--- config.mk ---
export PLATFORM = sky130hd
export DESIGN_NAME = csi2_hdr_ecc_corrector
export DESIGN_NICKNAME = d
export VERILOG_FILES = /design/src/rtl/csi2_ecc_pkg.sv /design/src/rtl/csi2_err_bit_pos_pkg.sv /design/src/rtl/csi2_sat_counter.sv /design/src/rtl/csi2_hdr_ecc_corrector.sv
export SDC_FILE = /design/constraint.sdc
export NUM_CORES = 1
export LEC_CHECK = 0
export ABC_CLOCK_PERIOD_IN_PS = 6200
export CAP_MARGIN = 20
export CORE_UTILIZATION = 45
export DETAILED_ROUTE_END_ITERATION = 16
export GPL_ROUTABILITY_DRIVEN = 0
export GPL_TIMING_DRIVEN = 0
export PLACE_DENSITY_LB_ADDON = 0.2
export SETUP_SLACK_MARGIN = 0.3
export SYNTH_ARGS = -nofsm -noshare
export SYNTH_HDL_FRONTEND = slang
export SYNTH_HIERARCHICAL = 1
export SYNTH_SLANG_ARGS = --single-unit
export TNS_END_PERCENT = 1
--- constraint.sdc ---
create_clock -name clk_i -period 6.2 [get_ports clk_i]
set_input_delay 1.24 -clock clk_i [delete_from_list [all_inputs] [get_ports clk_i]]
set_output_delay 1.24 -clock clk_i [all_outputs]
set_load 0.03 [all_outputs]
--- src/rtl/csi2_ecc_pkg.sv ---
// CSI-2 packet header ECC helpers: parity generator, header layout and
// the "no position" marker used with the syndrome lookup.
package csi2_ecc_pkg;

   localparam logic [4:0] NO_POS = 5'h1F;

   typedef struct packed {
      logic [7:0]  ecc;
      logic [15:0] wc;
      logic [7:0]  di;
   } csi2_hdr_t;

   // Each mask selects the data bits covered by parity bit P0..P5.
   function automatic logic [5:0] calc_ecc(input logic [23:0] d);
      logic [5:0] p;
      p[0] = ^(d & 24'hF12CB7);
      p[1] = ^(d & 24'hF2555B);
      p[2] = ^(d & 24'h749A6D);
      p[3] = ^(d & 24'hB8E38E);
      p[4] = ^(d & 24'hDF03F0);
      p[5] = ^(d & 24'hEFFC00);
      return p;
   endfunction

endpackage

--- src/rtl/csi2_err_bit_pos_pkg.sv ---
// Syndrome-to-bit-position lookup for the CSI-2 24-bit header ECC.
// Entry [7:0] indexed by the 6-bit syndrome; [4:0] holds the data bit
// position (0..23) or 5'h1F when the syndrome does not name a data bit.
package csi2_err_bit_pos_pkg;

   localparam logic [7:0] ROM_INIT [64] = '{
      8'h1F, 8'h1F, 8'h1F, 8'h1F, 8'h1F, 8'h1F, 8'h1F, 8'h00,
      8'h1F, 8'h1F, 8'h1F, 8'h01, 8'h1F, 8'h02, 8'h03, 8'h1F,
      8'h1F, 8'h1F, 8'h1F, 8'h04, 8'h1F, 8'h05, 8'h06, 8'h1F,
      8'h1F, 8'h07, 8'h08, 8'h1F, 8'h09, 8'h1F, 8'h1F, 8'h14,
      8'h1F, 8'h1F, 8'h1F, 8'h0A, 8'h1F, 8'h0B, 8'h0C, 8'h1F,
      8'h1F, 8'h0D, 8'h0E, 8'h1F, 8'h0F, 8'h1F, 8'h1F, 8'h15,
      8'h1F, 8'h10, 8'h11, 8'h1F, 8'h12, 8'h1F, 8'h1F, 8'h16,
      8'h13, 8'h1F, 8'h1F, 8'h17, 8'h1F, 8'h1F, 8'h1F, 8'h1F
   };

endpackage

--- src/rtl/csi2_sat_counter.sv ---
// Saturating event counter with synchronous clear.
// Ports: clk, rst (sync, active-high), clear (sync, wins over inc),
//        inc (count one event), cnt (current value, sticks at all-ones).
module csi2_sat_counter #(
   parameter int CNT_WIDTH = 16
) (
   input  logic                 clk,
   input  logic                 rst,
   input  logic                 clear,
   input  logic                 inc,
   output logic [CNT_WIDTH-1:0] cnt
);

   always_ff @(posedge clk) begin
      if (rst || clear) begin
         cnt <= '0;
      end else if (inc && (cnt != '1)) begin
         cnt <= cnt + CNT_WIDTH'(1);
      end
   end

endmodule

--- src/rtl/csi2_hdr_ecc_corrector.sv ---
// CSI-2 packet header ECC checker/corrector, two-stage pipeline.
// S1 registers the header data and its syndrome; S2 holds the corrected
// header with a freshly generated ECC byte and the corr/uncorr flags.
// Ports:
//   clk_i, rst_i            clock, synchronous active-high reset
//   hdr_valid_i/ready_o/i   input header handshake, hdr_i = {ECC, WC, DI}
//   hdr_valid_o/ready_i     output header handshake, hdr_o corrected header
//   ecc_corr_o/uncorr_o     per-header flags qualifying hdr_o
//   cnt_clear_i             clears both statistics counters
//   corr_cnt_o/uncorr_cnt_o saturating corrected / uncorrectable counts
module csi2_hdr_ecc_corrector
   import csi2_ecc_pkg::*;
   import csi2_err_bit_pos_pkg::*;
#(
   parameter int CNT_WIDTH   = 16,
   parameter bit DROP_UNCORR = 1'b0
) (
   input  logic                 clk_i,
   input  logic                 rst_i,
   input  logic                 hdr_valid_i,
   output logic                 hdr_ready_o,
   input  logic [31:0]          hdr_i,
   output logic                 hdr_valid_o,
   input  logic                 hdr_ready_i,
   output logic [31:0]          hdr_o,
   output logic                 ecc_corr_o,
   output logic                 ecc_uncorr_o,
   input  logic                 cnt_clear_i,
   output logic [CNT_WIDTH-1:0] corr_cnt_o,
   output logic [CNT_WIDTH-1:0] uncorr_cnt_o
);

   logic        s1_valid;
   logic [23:0] s1_data;
   logic [5:0]  s1_syn;

   logic        s2_valid;
   csi2_hdr_t   s2_hdr;
   logic        s2_corr;
   logic        s2_uncorr;

   logic        s2_drop;
   logic        s2_done;
   logic        s2_accept;
   logic        s1_advance;
   logic        in_fire;

   logic [4:0]  pos;
   logic [23:0] fix_data;
   logic        fix_corr;
   logic        fix_uncorr;

   // ECC[7:6] are reserved and take no part in the check.
   logic        unused_rsvd;
   assign unused_rsvd = ^hdr_i[31:30];

   // An uncorrectable entry in drop mode retires without a beat.
   assign s2_drop     = DROP_UNCORR && s2_uncorr;
   assign hdr_valid_o = s2_valid && !s2_drop;
   assign s2_done     = s2_valid && (hdr_ready_i || s2_drop);
   assign s2_accept   = !s2_valid || s2_done;
   assign s1_advance  = s1_valid && s2_accept;
   assign hdr_ready_o = !s1_valid || s1_advance;
   assign in_fire     = hdr_valid_i && hdr_ready_o;

   always_comb begin
      pos        = ROM_INIT[s1_syn][4:0];
      fix_data   = s1_data;
      fix_corr   = 1'b0;
      fix_uncorr = 1'b0;
      if (s1_syn != 6'd0) begin
         if ((s1_syn & (s1_syn - 6'd1)) == 6'd0) begin
            // Single syndrome bit: the flipped bit was an ECC bit.
            fix_corr = 1'b1;
         end else if ((pos != NO_POS) && (pos < 5'd24)) begin
            fix_data = s1_data ^ (24'd1 << pos);
            fix_corr = 1'b1;
         end else begin
            fix_uncorr = 1'b1;
         end
      end
   end

   always_ff @(posedge clk_i) begin
      if (rst_i) begin
         s1_valid <= 1'b0;
         s1_data  <= '0;
         s1_syn   <= '0;
      end else begin
         if (hdr_ready_o) begin
            s1_valid <= hdr_valid_i;
         end
         if (in_fire) begin
            s1_data <= hdr_i[23:0];
            s1_syn  <= calc_ecc(hdr_i[23:0]) ^ hdr_i[29:24];
         end
      end
   end

   always_ff @(posedge clk_i) begin
      if (rst_i) begin
         s2_valid  <= 1'b0;
         s2_hdr    <= '0;
         s2_corr   <= 1'b0;
         s2_uncorr <= 1'b0;
      end else begin
         if (s2_accept) begin
            s2_valid <= s1_valid;
         end
         if (s1_advance) begin
            s2_hdr    <= '{ecc: {2'b00, calc_ecc(fix_data)},
                           wc:  fix_data[23:8],
                           di:  fix_data[7:0]};
            s2_corr   <= fix_corr;
            s2_uncorr <= fix_uncorr;
         end
      end
   end

   assign hdr_o        = s2_hdr;
   assign ecc_corr_o   = s2_corr;
   assign ecc_uncorr_o = s2_uncorr;

   // Counted on entry to S2 so an output stall never counts twice.
   csi2_sat_counter #(.CNT_WIDTH(CNT_WIDTH)) u_corr_cnt (
      .clk   (clk_i),
      .rst   (rst_i),
      .clear (cnt_clear_i),
      .inc   (s1_advance && fix_corr),
      .cnt   (corr_cnt_o)
   );

   csi2_sat_counter #(.CNT_WIDTH(CNT_WIDTH)) u_uncorr_cnt (
      .clk   (clk_i),
      .rst   (rst_i),
      .clear (cnt_clear_i),
      .inc   (s1_advance && fix_uncorr),
      .cnt   (uncorr_cnt_o)
   );

endmodule

# Word-level counts from Yosys, hierarchy flattened

Memories as Yosys holds them, arrays and structs flattened.
Cells that the tools add are included.

Output and inout bits: 68
Logic and storage cells: 63
Bits in registers: 96
Bits in read-only memories: 512
Memories: 1

$lt $le $gt $ge: 2
Muxes and demuxes: 11
Eq/ne operators: 3
Shift-type cells: 1
Add/sub/neg operators: 3
Bitwise operators: 4
Reduce and logical (&&, ||, !) cells: 27

Memory list:

| name             | depth | width | read ports | clocked after Yosys merged registers in | write ports | line                         | RTL |
|---|---|---|---|---|---|---|---|
| (name not given) | 64    | 8     | 1          | 0                                       | 0           | csi2_hdr_ecc_corrector.sv:67 | `pos = ROM_INIT[s1_syn][4:0];` |

Operator list:

| operator              | count |
|---|---|
| $reduce_xor 24->1     | 12 |
| $mux 24               | 3 |
| $add 16x1->16 const B | 2 |
| $ne 16x16->1 const B  | 2 |
| $shl 1x5->24 const A  | 1 |
| $xor 24x24->24        | 1 |
| $mux 5                | 2 |
| $logic_and 1x1->1     | 8 |
| $ge 7x7->1 const B    | 1 |
| $not 6->7             | 1 |
| $and 6x6->6           | 1 |
| $logic_not 6->1       | 1 |
| $mux 1                | 6 |
| $reduce_bool 6->1     | 1 |
| $sub 6x1->6 const B   | 1 |
| $xor 6x6->6           | 1 |
| $lt 5x5->1 const B    | 1 |
| $ne 5x5->1 const B    | 1 |
| $logic_or 1x1->1      | 3 |
| $logic_not 1->1       | 2 |

# Logic depth before layout (Yosys ltp)

Depth after elaboration: 11
Depth in mapped cells: 14
Depth with buffers taken out: 12

# Hierarchy

Netlist, hierarchy kept.

Modules (own cells, without submodules):

| module                 | area an instance (µm²) | times used | sequential area each (µm²) | cells each |
|---|---|---|---|---|
| csi2_hdr_ecc_corrector | 4613.2                 | 1          | 1281.2                     | 555 |
| csi2_sat_counter       | 847.1                  | 2          | 320.3                      | 95 |

# Worst setup path before layout

Ideal clock, no wire load.

Path type: reg-to-reg
From: register s1_syn[0]
To: register s2_hdr (netlist bit hdr_o[24])
Path buffers: 1
Clock period less this slack: 3.071 ns
Required time: 6.112 ns
Cell stages (with the launch flop): 14
Arrival time: 2.983 ns
Slack: 3.129 ns
Cell sequence: dfxtp_1 -> inv_1 -> ha_1 -> buf_2 -> nand2b_1 -> a311o_1 -> a32oi_4 -> o21ai_1 -> a211o_1 -> xnor2_2 -> xnor2_1 -> xnor2_1 -> and3_1 -> nor4_2

Word-level cells in the longest chain between the ends: 10
Elaborated cells on any way between the ends: 17
Those cells by class: add/sub: 1; order compare: 1; eq/ne: 1; shift: 1; mux: 5; bitwise: 3; reduce/logical: 4; memory: 1

Ends and longest elaborated chain:

| element                                                    | line                                                       | RTL |
|---|---|---|
| start: declaration                                         | csi2_hdr_ecc_corrector.sv:35                               | `logic [5:0] s1_syn;` |
| start signal: assignment                                   | csi2_hdr_ecc_corrector.sv:95                               | `s1_syn <= calc_ecc(hdr_i[23:0]) ^ hdr_i[29:24];` |
| $not 6->7 (not written as such)                            | csi2_hdr_ecc_corrector.sv:67                               |  |
| $mem_v2 64x8                                               | -                                                          |  |
| $mux 5 (not written as such) (2 in a row)                  | csi2_hdr_ecc_corrector.sv:67                               |  |
| $lt 5x5->1 (tied with other cells)                         | csi2_hdr_ecc_corrector.sv:75                               | `end else if ((pos != NO_POS) && (pos < 5'd24)) begin` |
| $logic_and 1x1->1 / $xor 24x24->24 (equally long branches) | csi2_hdr_ecc_corrector.sv:75, csi2_hdr_ecc_corrector.sv:76 |  |
| $mux 24                                                    | csi2_hdr_ecc_corrector.sv:75                               |  |
| $mux 24                                                    | csi2_hdr_ecc_corrector.sv:72                               | `if ((s1_syn & (s1_syn - 6'd1)) == 6'd0) begin` |
| $mux 24 (*)                                                | csi2_hdr_ecc_corrector.sv:71                               | `if (s1_syn != 6'd0) begin` |
| $reduce_xor 24->1 (*)                                      | csi2_ecc_pkg.sv:16                                         | `p[0] = ^(d & 24'hF12CB7);` |
| end signal: assignment                                     | csi2_hdr_ecc_corrector.sv:111                              | `s2_hdr <= '{ecc: {2'b00, calc_ecc(fix_data)},` |
| end: declaration                                           | csi2_hdr_ecc_corrector.sv:38                               | `csi2_hdr_t s2_hdr;` |

Every way passes the cells marked *; elsewhere a longest branch is shown, timed or not. The select of a mux whose other input is x is not followed.
A chain may end at the register's enable or synchronous reset.

# Final worst setup path

From: input hdr_ready_i
To: output hdr_ready_o

Word-level cells in the longest chain between the ends: 4

Ends and longest elaborated chain:

| element            | line                         | RTL |
|---|---|---|
| start: declaration | csi2_hdr_ecc_corrector.sv:24 | `input logic hdr_ready_i,` |
| $logic_and 1x1->1  | csi2_hdr_ecc_corrector.sv:60 | `assign s2_done = s2_valid && (hdr_ready_i \|\| s2_drop);` |
| $logic_or 1x1->1   | csi2_hdr_ecc_corrector.sv:61 | `assign s2_accept = !s2_valid \|\| s2_done;` |
| $logic_and 1x1->1  | csi2_hdr_ecc_corrector.sv:62 | `assign s1_advance = s1_valid && s2_accept;` |
| $logic_or 1x1->1   | csi2_hdr_ecc_corrector.sv:63 | `assign hdr_ready_o = !s1_valid \|\| s1_advance;` |
| end: declaration   | csi2_hdr_ecc_corrector.sv:21 | `output logic hdr_ready_o,` |

No other way between the ends.

==> run metrics <==
status finished clean; Post-synth ARST share 0; Gate Count Post-Synth 745; H-tree levels 3; final antenna-violating net count 0; WL final 16540 microns; #FFs+latches synth 96; critical path launch point type primary input; maximum vdd drop 0.0001484 V; post-route setup slack around 2.3 ns; fin cells 1038; CP Max Fanout 5; critical path class primary input to primary output; initial antenna violation count 0; post-CTS sizing 0; pre-CTS WS 2.244 ns; arrival time worst endpoint around 2.6 ns; Max-Cap Viols 0; routed via count 5842; area of the multi-input gates between 4000 and 5000 sq um; Final nets 902; area grow syn2layout 24.18%; number of I/O port buffers 100; PwrDens 269.6 nW/um^2; Sink Count between 90 and 100; Yosys warning count 6; P_leak 2.698 nW; fin. max-slew vios 0; fmax 258.1 MHz; Via-to-Cell Ratio 5.628; hold_buf cts 0; DP HPWL around 13000 microns; Setup-failing EPs final 0; die area approximately 14000 sq um; Worst setup EP type primary output; post-synthesis cell type count 70; Post-route DRC 0; WP data required 4.96 ns; share of layout cells above drive strength 1 0.08121; CTS clk-pin slew, worst paths approximately 0.07 ns; worst min path class register to register; setup TNS 0 ns; Max-slew headroom 0.3898; Top FF cell, synth dfxtp_1; slowest CP cell clkdlybuf4s50_1; Chip Height 120.4 microns; clock buffer depth 2; setup bufs post-CTS 0; Post-synth EDFFs 0; I/O pin count between 100 and 150; dpl cells 1022; worst skew pair latency roughly 0.36 ns; final critical-path required period 3.874 ns; TritonCTS clock tree yes; final hold vios 0; CP max stage delay 0.61 ns; Worst Tran Pin Value 0.9111 ns; GRT Total Usage 0.2320; fill cell count approximately 1200; drt pass-1 iters 5; GRT Residual Overflow 0; CTS Root Cell clkbuf_16; Avg WL per Cell 15.93 microns; clock skew around 0.012 ns; CP Cell Sequence clkdlybuf4s50_1 > nor2b_1 > nand2_1 > clkdlybuf4s50_1; cell area after synthesis 6307 sq um; Initial DRC Count 371; first-pass GRT wire length around 27000 microns; most frequent CP cell clkdlybuf4s50_1; Seq/Total Area, Yosys 0.3047; total power between 2 and 2.5 mW; Reg area 1922 sq um; Initial Util 0.4688; vias in the first global route 5457; die width 120.4 microns; TritonCTS Buffers 9; final period utilization 0.6249; Avg Inst Size Synth about 8.5 sq um; RSZ-0062 raised after global routing no; num rows 42; core area approximately 13000 sq um; pin count of the biggest net entering global routing 19; Ant. Diodes 0
area by class of cell:
type,count,area share
sequential,96,0.2454
inverter,8,0.003834
clock buffer,10,0.03051
multi-input combinational,599,0.5291
tap,176,0.02811
timing repair buffer,100,0.1278
clock inverter,6,0.007827
buffer,43,0.02748
placed cells by master (no fill, tap or decap), types with 22 or more instances in the layout:
cell type	instances
a211oi_1	34
a21oi_1	53
clkbuf_1	24
clkdlybuf4s50_1	100
dfxtp_1	96
nand2_1	86
nand3_1	22
nor2_1	63
xnor2_1	110
xor2_1	39
stage by stage:
stage,hold slack [ns],util,area [sq um]
6_report,0.5008,0.5822,7833
2_1_floorplan,0.4488,-,6311
3_3_place_gp,0.4835,0.5599,7532
4_1_cts,0.5002,0.5822,7833
3_5_place_dp,0.4846,0.5599,7532
5_1_grt,0.5220,0.5822,7833
power breakdown:
part / total, mW / internal [mW] / switching (mW)
sequential: 0.691 / 0.654 / 0.0366
clock: 0.551 / 0.293 / 0.258
combinational: 0.870 / 0.372 / 0.497
total: 2.11 / 1.32 / 0.792
sequential cells by signal, summed over array words and instances, names as in the netlist:
register / count
hdr_o: 30
s1_data: 24
u_corr_cnt/cnt: 16
u_uncorr_cnt/cnt: 16
s1_syn: 6
ecc_corr_o: 1
ecc_uncorr_o: 1
hdr_valid_o: 1
s1_valid: 1
cells in the mapped netlist (3+ instances only):
master | number | area (sq um)
o21ai_0 | 16 | 80.08
xnor2_1 | 110 | 963.4
dfxtp_1 | 96 | 1922
mux2i_1 | 12 | 120.1
o31ai_1 | 7 | 52.55
a211oi_2 | 3 | 37.54
a211oi_1 | 34 | 255.2
or3_1 | 13 | 81.33
nand3_1 | 22 | 110.1
ha_1 | 8 | 100.1
buf_2 | 8 | 40.04
a21oi_1 | 53 | 265.3
or4_1 | 6 | 45.04
xnor2_2 | 4 | 65.06
xor2_1 | 39 | 341.6
nor2b_1 | 3 | 18.77
buf_6 | 3 | 33.78
inv_1 | 7 | 26.28
a31oi_1 | 10 | 62.56
nor4_2 | 4 | 50.05
nand4_1 | 11 | 68.82
nand2b_1 | 8 | 50.05
and3_1 | 3 | 18.77
nor2_1 | 63 | 236.5
and4_1 | 8 | 70.07
nor3_1 | 12 | 60.06
buf_4 | 5 | 37.54
mux2_2 | 3 | 33.78
nand2_1 | 86 | 322.8
a41o_1 | 8 | 80.08
and2_1 | 6 | 37.54
clkbuf_1 | 24 | 90.09
routing by layer:
layer  GRT usage  routed length [microns]  vias up
li1            -                        -     2844
met1      0.2835                     7250     2743
met2      0.4016                     7987      221
met3     0.04528                      894       34
met4     0.08642                      407        0
met5           0                        0        -
critical path: cells and delay by family:
family,cells,cell delay (ns)
buffers and inverters,2,1.01
AND/OR/NAND/NOR,2,0.38
path summary, 6_finish.rpt:
path | start | end | slack (ns) | cells past startpoint
setup reg to reg | s1_syn[0] | u_uncorr_cnt/cnt[10] | 2.48 | 12
hold / removal | hdr_o[6] | hdr_o[6] | 0.50 | 2
setup / recovery | hdr_ready_i | hdr_ready_o | 2.33 | 4
hold reg to reg | hdr_o[6] | hdr_o[6] | 0.50 | 2
cells by family after synthesis:
| logic type | Yosys count | synth area share |
|---|---|---|
| mux | 15 | 0.02440 |
| compound gates | 153 | 0.1684 |
| xor+xnor | 155 | 0.2246 |
| flops | 96 | 0.3047 |
| buf+inv | 51 | 0.03888 |
| simple gates | 266 | 0.2226 |
| other cells | 1 | 0.0005945 |
| fa+ha+maj | 8 | 0.01587 |
Power figures use the tool's default switching activity.
